===== config.mk =====
export PLATFORM = sky130hd
export DESIGN_NAME = fpd_arbiter
export DESIGN_NICKNAME = d
export VERILOG_FILES = /design/src/rtl/fpd_arbiter.sv
export SDC_FILE = /design/constraint.sdc
export NUM_CORES = 1
export LEC_CHECK = 0
export CORE_AREA = 2 2 162 164
export DETAILED_ROUTE_END_ITERATION = 10
export DIE_AREA = 0 0 164 166
export SLEW_MARGIN = 40
export SYNTH_ARGS = -nofsm -noshare
export SYNTH_HDL_FRONTEND = slang
export SYNTH_SLANG_ARGS = --single-unit

===== constraint.sdc =====
create_clock -name clk -period 2.45 [get_ports clk]
set_input_delay 0.735 -clock clk [delete_from_list [all_inputs] [get_ports clk]]
set_output_delay 0.735 -clock clk [all_outputs]
set_load 0.01 [all_outputs]

===== src/rtl/fpd_arbiter.sv =====
// Round-robin arbiter sharing one floating-point divider among N_REQ requesters.
// Define FPD_ARB_TIMEOUT_EN to enable the WAIT-state watchdog abort.
module fpd_arbiter #(
  parameter int unsigned N_REQ          = 4,
  parameter int unsigned EXP_WIDTH      = 8,
  parameter int unsigned MANTISSA_WIDTH = 23,
  parameter int unsigned TIMEOUT_CYCLES = 64,
  localparam int unsigned W  = 1 + EXP_WIDTH + MANTISSA_WIDTH,
  localparam int unsigned IW = $clog2(N_REQ)
) (
  input  logic               clk,
  input  logic               reset,
  input  logic [N_REQ-1:0]   req_valid_i,
  output logic [N_REQ-1:0]   req_ready_o,
  input  logic [N_REQ*W-1:0] req_a_i,
  input  logic [N_REQ*W-1:0] req_b_i,
  output logic [N_REQ-1:0]   rsp_valid_o,
  input  logic [N_REQ-1:0]   rsp_ready_i,
  output logic [W-1:0]       rsp_result_o,
  output logic               rsp_overflow_o,
  output logic               rsp_underflow_o,
  output logic               rsp_error_o,
  output logic               fpd_start_o,
  output logic [W-1:0]       fpd_a_o,
  output logic [W-1:0]       fpd_b_o,
  input  logic               fpd_done_i,
  input  logic [W-1:0]       fpd_result_i,
  input  logic               fpd_overflow_i,
  input  logic               fpd_underflow_i,
  output logic               busy_o,
  output logic [IW-1:0]      grant_id_o
);

  typedef enum logic [1:0] {S_IDLE, S_ISSUE, S_WAIT, S_RESP} state_t;

  state_t          r_state;
  state_t          w_next;
  logic [IW-1:0]   r_grant;
  logic [IW-1:0]   r_last_grant;
  logic [W-1:0]    r_a;
  logic [W-1:0]    r_b;
  logic [W-1:0]    r_result;
  logic            r_ovf;
  logic            r_unf;
  logic            r_err;
  logic            w_found;
  logic [IW-1:0]   w_grant;
  logic [IW-1:0]   w_idx;
  logic [N_REQ-1:0] w_req_ready;
  logic            w_timeout;

  // State register; reset wins over any in-flight divide.
  always_ff @(posedge clk) begin
    if (reset) begin
      r_state <= S_IDLE;
    end else begin
      r_state <= w_next;
    end
  end

  // Round-robin pick starting after the last completed grant, plus next-state.
  always_comb begin
    w_next      = r_state;
    w_found     = 1'b0;
    w_grant     = r_last_grant;
    w_idx       = r_last_grant;
    w_req_ready = '0;
    for (int i = 1; i <= int'(N_REQ); i++) begin
      w_idx = IW'((int'(r_last_grant) + i) % int'(N_REQ));
      if (!w_found && req_valid_i[w_idx]) begin
        w_found = 1'b1;
        w_grant = w_idx;
      end
    end
    case (r_state)
      S_IDLE: begin
        if (w_found && !reset) begin
          w_req_ready[w_grant] = 1'b1;
          w_next               = S_ISSUE;
        end
      end
      S_ISSUE: w_next = S_WAIT;
      S_WAIT: begin
        if (fpd_done_i || w_timeout) begin
          w_next = S_RESP;
        end
      end
      S_RESP: begin
        if (rsp_ready_i[r_grant]) begin
          w_next = S_IDLE;
        end
      end
      default: w_next = S_IDLE;
    endcase
  end

  // Operand latch, result capture and grant bookkeeping.
  always_ff @(posedge clk) begin
    if (reset) begin
      r_grant      <= '0;
      r_last_grant <= IW'(N_REQ - 1);
      r_a          <= '0;
      r_b          <= '0;
      r_result     <= '0;
      r_ovf        <= 1'b0;
      r_unf        <= 1'b0;
      r_err        <= 1'b0;
    end else begin
      case (r_state)
        S_IDLE: begin
          if (w_found) begin
            r_grant <= w_grant;
            r_a     <= req_a_i[w_grant*W +: W];
            r_b     <= req_b_i[w_grant*W +: W];
          end
        end
        S_WAIT: begin
          if (fpd_done_i) begin
            r_result <= fpd_result_i;
            r_ovf    <= fpd_overflow_i;
            r_unf    <= fpd_underflow_i;
            r_err    <= 1'b0;
          end else if (w_timeout) begin
            r_result <= '0;
            r_ovf    <= 1'b0;
            r_unf    <= 1'b0;
            r_err    <= 1'b1;
          end
        end
        S_RESP: begin
          if (rsp_ready_i[r_grant]) begin
            r_last_grant <= r_grant;
          end
        end
        default: ;
      endcase
    end
  end

`ifdef FPD_ARB_TIMEOUT_EN
  localparam int unsigned CW = $clog2(TIMEOUT_CYCLES + 1);
  logic [CW-1:0] r_wd_cnt;

  // Watchdog counts WAIT cycles; cleared on the ISSUE->WAIT transition.
  always_ff @(posedge clk) begin
    if (reset) begin
      r_wd_cnt <= '0;
    end else if (r_state == S_ISSUE) begin
      r_wd_cnt <= '0;
    end else if (r_state == S_WAIT) begin
      r_wd_cnt <= r_wd_cnt + CW'(1);
    end
  end

  assign w_timeout = (r_state == S_WAIT) && (r_wd_cnt == CW'(TIMEOUT_CYCLES - 1));
`else
  assign w_timeout = 1'b0;
`endif

  always_comb begin
    rsp_valid_o = '0;
    if (r_state == S_RESP) begin
      rsp_valid_o[r_grant] = 1'b1;
    end
  end

  assign req_ready_o     = w_req_ready;
  assign rsp_result_o    = r_result;
  assign rsp_overflow_o  = r_ovf;
  assign rsp_underflow_o = r_unf;
  assign rsp_error_o     = r_err;
  assign fpd_start_o     = (r_state == S_ISSUE);
  assign fpd_a_o         = r_a;
  assign fpd_b_o         = r_b;
  assign busy_o          = (r_state != S_IDLE);
  assign grant_id_o      = r_grant;

endmodule


== After elaboration in Yosys (flattened, before gate mapping) ==
Cells that the tools add are included.
W data, S select, Z words.

* Flip-flop bits (word level): 104
* Bits of input ports: 301

* $add $sub $neg: 4
* Order comparisons: 8
* Equal/unequal tests: 6
* Shift operators: 2
* Muxes and demuxes: 29
* Reduce and logical (&&, ||, !) cells: 16

{| class="wikitable"
|+ Operators by type and width
! operator !! count
|-
| $shiftx A128 B8 Y32 || 2
|-
| $lt A2 B3 Y1 const B || 6
|-
| $mux W2 || 7
|-
| $mux W4 || 3
|-
| $mux W1 || 11
|-
| $bmux W1 S2 || 5
|-
| $pmux W2 S4 || 1
|-
| $logic_and A1 B1 Y1 || 6
|-
| $ne A2 B2 Y1 const B || 3
|-
| $reduce_and A2 Y1 || 3
|-
| $add A2 B1 Y2 const B || 2
|-
| $add A2 B2 Y2 const B || 2
|-
| $demux W1 S2 || 2
|-
| $eq A2 B2 Y1 const B || 2
|-
| $ge A2 B1 Y1 const B || 2
|-
| $logic_not A1 Y1 || 4
|-
| $reduce_and A3 Y1 || 1
|-
| $eq A2 B1 Y1 const B || 1
|-
| $logic_not A2 Y1 || 1
|-
| $reduce_bool A2 Y1 || 1
|}

== Depth between registers and ports, before layout ==
Gate-level depths: netlist (run 1).

* Word-level depth: 19
* Depth in mapped cells: 8
* Mapped depth without buffers: 6

== Least setup slack after synthesis (run 1) ==
OpenSTA, ideal clock, no wires.

* Path type: input port to output port
* Start: input port req_valid_i[2]
* End: output port req_ready_o[0]
* Arrival: 1.886 ns
* Data required time: 1.715 ns
* Setup slack: -0.171 ns
* Cell stages on the path: 6
* Cells stage by stage: or2_1 > a21o_1 > clkbuf_1 > clkbuf_1 > and2_1 > nor3_1

* Cells in the longest elaborated chain, start to end: 18
* Elaborated cells between the ends (all ways): 30

{| class="wikitable"
|+ RTL lines
! element !! RTL line !! text
|-
| from (decl) || 13 || <nowiki>input logic [N_REQ-1:0] req_valid_i,</nowiki>
|-
| $bmux W1 S2 || 70 || <nowiki>if (!w_found && req_valid_i[w_idx]) begin</nowiki>
|-
| $mux W1 (not written as such) || 70 ||
|-
| $mux W1 || 70 ||
|-
| $logic_not A1 Y1 || 70 ||
|-
| $logic_and A1 B1 Y1 || 70 ||
|-
| $mux W1 || 70 ||
|-
| $logic_not A1 Y1 || 70 ||
|-
| $logic_and A1 B1 Y1 || 70 ||
|-
| [2 not listed] || - ||
|-
| $logic_and A1 B1 Y1 || 70 ||
|-
| $mux W2 || 70 ||
|-
| $lt A2 B3 Y1 (not written as such) / $ge A2 B1 Y1 (equally long branches) || 78 || <nowiki>w_req_ready[w_grant] = 1'b1;</nowiki>
|-
| $logic_and A1 B1 Y1 (not written as such) || 78 ||
|-
| $mux W1 (not written as such) || 78 ||
|-
| $demux W1 S2 || 78 ||
|-
| $mux W4 (*) || 77 || <nowiki>if (w_found && !reset) begin</nowiki>
|-
| $mux W4 (*) || 75 || <nowiki>case (r_state)</nowiki>
|-
| to (decl) || 14 || <nowiki>output logic [N_REQ-1:0] req_ready_o,</nowiki>
|}

Mark *: on every way between the ends. The rest lies on a longest branch, timed or not. The select of a mux whose other input is x is not followed.

== Worst setup path after layout (run 1) ==
* Start: input port req_valid_i[3]
* End: output port req_ready_o[0]

Same word-level chain as after synthesis.

==> results.cfg, run 1 <==
[status]
run_status = finished with violations
violated_checks = negative setup slack

[route]
drt-vias-per-instance = 4.85
final_antenna_net_count = 0
route.detailed.drc = 0
routed_wl_um = 26500
routed-via-count = 7046
routed_wire_length_per_instance_um = 18.2
detail_route.first_pass.iterations = 4
drt_iter0_drc = 382

[worst_setup_path]
critPathKind = in -> out
regToRegSetupSlack_ns = 0.23
worst_setup_path_start_kind = primary input
required_ns = 1.71
worst_r2r_startpoint = r_last_grant[0]
rr_endpoint = fpd_a_o[0]
critical_path_arrival_ns = 1.79
worst_r2r_path_depth = 9
crit_path_end_kind = primary output
critPathSlowestCell = sky130_fd_sc_hd__or2_1
path_max_fanout = 4
worst_path_largest_cell_delay_ns = 0.23
path_cells = buf_12 > or2_1 > a21o_4 > and2_4 > nor3_4 > buf_2

[synth]
synth_top_area_share = 0.350
netlist.top_cell.by_area = sky130_fd_sc_hd__dfxtp_1
syn-cell-area_um2 = 5950
synth_seq_cells = 104
yosys-top-cells-area = sky130_fd_sc_hd__dfxtp_1 (35%), sky130_fd_sc_hd__and3_1 (14%), sky130_fd_sc_hd__a211oi_1 (14%), sky130_fd_sc_hd__nand2_1 (8.6%), sky130_fd_sc_hd__o31ai_2 (5.3%)
ys_warn_count = 0
synth_edf_count = 0
synth_async_sr_flop_share = 0
synthesis.area_per_instance_um2 = 8.19
synth_ff_type = sky130_fd_sc_hd__dfxtp_1
synth_seq_area_share = 0.350
netlist_instances = 727
synth_cell_types = 38
mappedNetlistNets = 1032

[die]
die_h_um = 166
core-area_um2 = 25600
initial_core_util = 0.232
area_of_the_die_um2 = 27200
ioPinCount = 412
rows = 59
die-width_um = 164

[power_and_ir_drop]
worst_ir_drop_vdd_uv = 341
leakagePower_nw = 4.31
power.density_nw_per_um2 = 755

[timing]
final_hold_viol_count = 0
finalHoldWorstSlack_ns = 0.456
worst-slew-pin-transition_ns = 0.753
grt_setup_unrepaired = yes
fmax_ghz = 0.395
post-route-min-period_ns = 2.53
max_slew_margin = 0.498
finalClockSkew_ns = 0.0110
final_slew_viol_count = 0
share_of_the_cycle_needed_by_the_critical_path_after_routing = 1.03
fin_ws_ns = -0.0790
final_sum_of_negative_setup_slack_ns = -0.122
setup-violations-final = 2

[clock_tree]
root_cell_of_the_clock_tree = sky130_fd_sc_hd__clkbuf_16
cts-buffers-inserted = 9
worst_skew_pair.late_latency_ns = 0.36
cts-hold-fix-buffers = 0
cts_buffer_depth = 2
ctsHtreeMaxLevel = 3
clkTransAtPathRegs_ns = 0.08
cts_tree = built
cts_num_sinks = 104

[global_routing]
grt.total_usage = 0.185
antenna_found_initial = 1
grt_remaining_overflow = 0
grt_first_pass_wirelength_um = 39300
grt_pass1_vias = 6847
grt_start_max_net_pins = 84

[layout]
number_of_fillers_in_the_final_layout = 2583
layout.cells.most_common = sky130_fd_sc_hd__clkdlybuf4s50_1
final_layout_size_suffix_gt1_frac = 0.130
most-common-layout-cells = sky130_fd_sc_hd__clkdlybuf4s50_1 (396), sky130_fd_sc_hd__nand2_1 (137), sky130_fd_sc_hd__and3_1 (131), sky130_fd_sc_hd__a211oi_1 (108), sky130_fd_sc_hd__dfxtp_1 (101)
finish.net_count = 1416
layout-area-overhead-vs-synth_pct = 84.5
postLayoutCellArea_um2 = 11000

[placement]
port-buffer-count = 410
detailedPlacementHpwl_um = 19200
routabilityCongestion = 0.838
placed_area_um2 = 10500
placement.setup.worst_slack_ns = -0.975

[flow_run]
max_cap_viol_count = 0

[worst_hold_path]
timing.hold.worst_endpoint = fpd_b_o[25]
min_path_cells = 2
timing.hold.worst.class = reg -> reg
hold_start = fpd_b_o[25]
worst max-delay path, delay by kind of cell:
family | cells | cell delay (ns)
AOI/OAI and AO/OA | 1 | 0.21
and+or+nand+nor | 3 | 0.58
buffers and inverters | 2 | 0.27
synthesized netlist by cell type (2+ instances only):
master / number
sky130_fd_sc_hd__clkbuf_1: 55
sky130_fd_sc_hd__nand2b_1: 5
sky130_fd_sc_hd__nor2_1: 4
sky130_fd_sc_hd__a211oi_1: 108
sky130_fd_sc_hd__dfxtp_1: 104
sky130_fd_sc_hd__buf_2: 18
sky130_fd_sc_hd__nor3_1: 4
sky130_fd_sc_hd__buf_4: 7
sky130_fd_sc_hd__buf_1: 2
sky130_fd_sc_hd__and3_1: 131
sky130_fd_sc_hd__ha_1: 4
sky130_fd_sc_hd__o31ai_1: 39
sky130_fd_sc_hd__a21oi_1: 35
sky130_fd_sc_hd__a211o_1: 2
sky130_fd_sc_hd__o21ai_0: 3
sky130_fd_sc_hd__inv_1: 4
sky130_fd_sc_hd__and2_1: 2
sky130_fd_sc_hd__a211oi_2: 20
sky130_fd_sc_hd__o31ai_2: 25
sky130_fd_sc_hd__nand2_1: 137
kinds of logic after synthesis:
group	after synthesis	synth area share
mux	2	0.00546
other cells	1	0.000630
fa+ha+maj	4	0.00841
compound gates	239	0.326
flops	104	0.350
buf+inv	87	0.0643
simple gates	290	0.245
area by class of cell:
cell class                 instances  area, um2  share of cell area
antenna                            1       2.50            0.000228
clock buffer                       9        225              0.0205
clock inverter                     7       88.8             0.00809
inverter                           4       15.0             0.00137
multi-input combinational        536       3650               0.332
sequential                       104       2090               0.190
tap                              335        419              0.0382
timing repair buffer             456       4490               0.409
stage by stage:
step / cells / utilization / total power [mW]
after floorplan: 727 / - / 4.41
after global placement: 1428 / 0.411 / 6.69
after detailed placement: 1428 / 0.411 / 6.71
after CTS: 1449 / 0.425 / 8.34
after global routing: 1452 / 0.429 / 8.82
final: 1452 / 0.429 / 8.29
worst max-delay path by stage:
stage	endpoint	slack, ns	cells after the start	startpoint
floorplan	req_ready_o[0]	-0.03	6	req_valid_i[2]
global placement	req_ready_o[3]	-0.92	6	req_valid_i[1]
detailed placement	req_ready_o[0]	-0.98	6	req_valid_i[3]
CTS	req_ready_o[0]	-0.08	6	req_valid_i[3]
global route	req_ready_o[0]	-0.11	6	req_valid_i[3]
finish	req_ready_o[0]	-0.08	6	req_valid_i[3]
power by group:
| group | internal [mW] | switching [mW] |
|---|---|---|
| clock | 0.746 | 0.810 |
| sequential | 2.21 | 0.295 |
| combinational | 2.23 | 2.00 |
| total | 5.19 | 3.10 |
sequential cells by signal, summed over array words and instances, names as in the netlist:
| name | count |
|---|---|
| fpd_a_o | 32 |
| fpd_b_o | 32 |
| rsp_result_o | 32 |
| grant_id_o | 2 |
| r_last_grant | 2 |
| r_state | 2 |
| rsp_overflow_o | 1 |
| rsp_underflow_o | 1 |
metal layers:
layer	vias to the layer above	share of wire	GRT usage
li1	3459	-	-
met1	3261	0.41	0.224
met2	290	0.49	0.317
met3	36	0.075	0.0485
met4	0	0.025	0.0572
met5	-	0	0
what timing repair did:
item,in CTS,in global routing
resized for setup,49,23
buffers inserted,5,3
pin swaps,9,2
setup endpoints to repair,68,11
cloned,0,0
Note: power is estimated with default switching activity, not from simulation.
==> run 2: changes to the inputs <==
ABC_AREA = 0   (was not set)
clock period = 2.1 ns   (was 2.45 ns; I/O delays follow)
==> run 2 against run 1 <==
The run still ends with negative setup slack left. Power grew 19%. Clock power grew 15%. Sequential power grew 17%. Routed wire length grew 10%. Die area is the same. Utilization grew 0.77 points. Final cell count grew 0.34%. Critical path depth is the same. Global-route usage grew 0.75 points.
==> results.cfg, run 2 (synthesized netlist as in run 1, its figures left out) <==
[worst_hold_path]
timing.hold.worst.class = reg -> reg

[placement]
detailedPlacementHpwl_um = 19800
placed_area_um2 = 10600
routabilityCongestion = 0.876
port-buffer-count = 410
numPlacedInstances = 1430

[layout]
layout.cells.most_common = sky130_fd_sc_hd__clkdlybuf4s50_1
postLayoutCellArea_um2 = 11200
count_of_antenna_diodes_in_the_layout = 0
layout-area-overhead-vs-synth_pct = 87.8
core_occupancy_in_the_finished_layout = 0.436
finish.net_count = 1422
final_layout_size_suffix_gt1_frac = 0.146
most-common-layout-cells = sky130_fd_sc_hd__clkdlybuf4s50_1 (395), sky130_fd_sc_hd__nand2_1 (136), sky130_fd_sc_hd__and3_1 (131), sky130_fd_sc_hd__a211oi_1 (103), sky130_fd_sc_hd__dfxtp_1 (98)
instances_no_fill = 1457

[timing]
grt_setup_unrepaired = yes
post-route-min-period_ns = 2.37
share_of_the_cycle_needed_by_the_critical_path_after_routing = 1.13
setup-violations-final = 4
final_slew_viol_count = 0
fin_ws_ns = -0.266
max_slew_margin = 0.617
final_sum_of_negative_setup_slack_ns = -0.988
worst-slew-pin-transition_ns = 0.574
final_hold_viol_count = 0
finalClockSkew_ns = 0.0144
fmax_ghz = 0.423

[worst_setup_path]
worst_path_largest_cell_delay_ns = 0.42
worst_setup_path_start_kind = flop
path_max_fanout = 4
cp_top_family = compound AO/OA/AOI/OAI gates
path_cells = nand2b_4 > o21ai_4 > a221o_4 > buf_6 > nor3_4 > buf_2
crit_path_end_kind = primary output
required_ns = 1.47
critPathKind = reg -> out
critPathSlowestCell = sky130_fd_sc_hd__a221o_4
critical_path_arrival_ns = 1.74
crit_buf_inv = 2

[die]
die-width_um = 164
rows = 59
initial_core_util = 0.232
area_of_the_die_um2 = 27200
ioPinCount = 412
core-area_um2 = 25600
die_h_um = 166

[global_routing]
grt.total_usage = 0.192
antenna_found_initial = 0
grt_start_max_net_pins = 96
grt_remaining_overflow = 0
grt_first_pass_wirelength_um = 40400
grt_pass1_vias = 6683

[power_and_ir_drop]
p_sw_mw = 3.77
clock_power_share = 0.182
worst_ir_drop_vdd_uv = 974
leakagePower_nw = 4.36
design_power_total_mw = 9.87
share_seq_of_total_power = 0.298
internal-power_mw = 6.11
power.density_nw_per_um2 = 883
power_frac_comb = 0.521
p_sw_frac = 0.381

[clock_tree]
cts-buffers-inserted = 9
root_cell_of_the_clock_tree = sky130_fd_sc_hd__clkbuf_16
cts-hold-fix-buffers = 0
worst_skew_pair.late_latency_ns = 0.36
ctsHtreeMaxLevel = 3
clkTransAtPathRegs_ns = 0.08
cts_num_sinks = 104
cts_buffer_depth = 2
cts_tree = built

[route]
routed_wl_um = 29200
route.met3.wl_um = 2120
drt-vias-per-instance = 4.95
wirelength_met1_um = 12200
routed-via-count = 7215
routed_wire_length_per_instance_um = 20.1
detail_route.first_pass.iterations = 4
met2_length_um = 14200
drt_iter0_drc = 332
final_antenna_net_count = 0
route.detailed.drc = 0
highest-signal-layer = met4

[status]
violated_checks = negative setup slack
run_status = finished with violations

[flow_run]
max_cap_viol_count = 0
-- run 2: timing repair --
action,in CTS,in global routing
setup buffers,3,4
pin swaps,8,8
gates cloned,1,4
setup endpoints to repair,78,75
resized for setup,70,28
-- run 2: final cells by class --
class,count,area (um2)
repair buffers,462,4660
flip-flops and latches,104,2090
fillers,2569,14400
well taps,335,419
multi-input cells,536,3680
clock buffers,9,225
inverters,4,15.0
clock inverters,7,85.1
-- run 2: worst reg2reg max path, cell delays in order, from the launching register on --
cell                       delay, ns
sky130_fd_sc_hd__dfxtp_2        0.36
sky130_fd_sc_hd__nand2b_4       0.15
sky130_fd_sc_hd__o21ai_4        0.07
sky130_fd_sc_hd__a221oi_4       0.41
sky130_fd_sc_hd__buf_4          0.25
sky130_fd_sc_hd__buf_16         0.19
sky130_fd_sc_hd__buf_12         0.19
sky130_fd_sc_hd__a211oi_1       0.07
sky130_fd_sc_hd__o31ai_1        0.21
-- run 2: through the flow --
step	worst slack (ns)	hold slack [ns]
finish	-0.266	0.455
global route	-0.352	0.475
CTS	-0.321	0.459
detailed placement	-1.04	0.439
global placement	-1.03	0.434
floorplan	-0.174	0.481
-- run 2: path summary, 6_finish.rpt --
path	from	endpoint	slack, ns	cells after the start
max	r_last_grant[0]	req_ready_o[2]	-0.27	6
min	fpd_b_o[17]	fpd_b_o[17]	0.45	2
max reg2reg	r_last_grant[0]	fpd_b_o[18]	0.11	8
min reg2reg	fpd_b_o[17]	fpd_b_o[17]	0.45	2
-- run 2: layer usage --
metal,track usage,up-vias
met5,0,-
met4,0.0603,0
li1,-,3476
met2,0.320,295
met1,0.242,3399
met3,0.0497,45
-- run 2: power by group through the flow --
stage | logic [mW] | clock network, mW | registers (mW)
5_1_grt | 5.51 | 1.93 | 3.01
3_5_place_dp | 4.91 | 0 | 2.97
6_report | 5.14 | 1.79 | 2.94
2_1_floorplan | 2.02 | 0 | 3.19
4_1_cts | 5.01 | 1.86 | 2.94
3_3_place_gp | 4.86 | 0 | 2.95
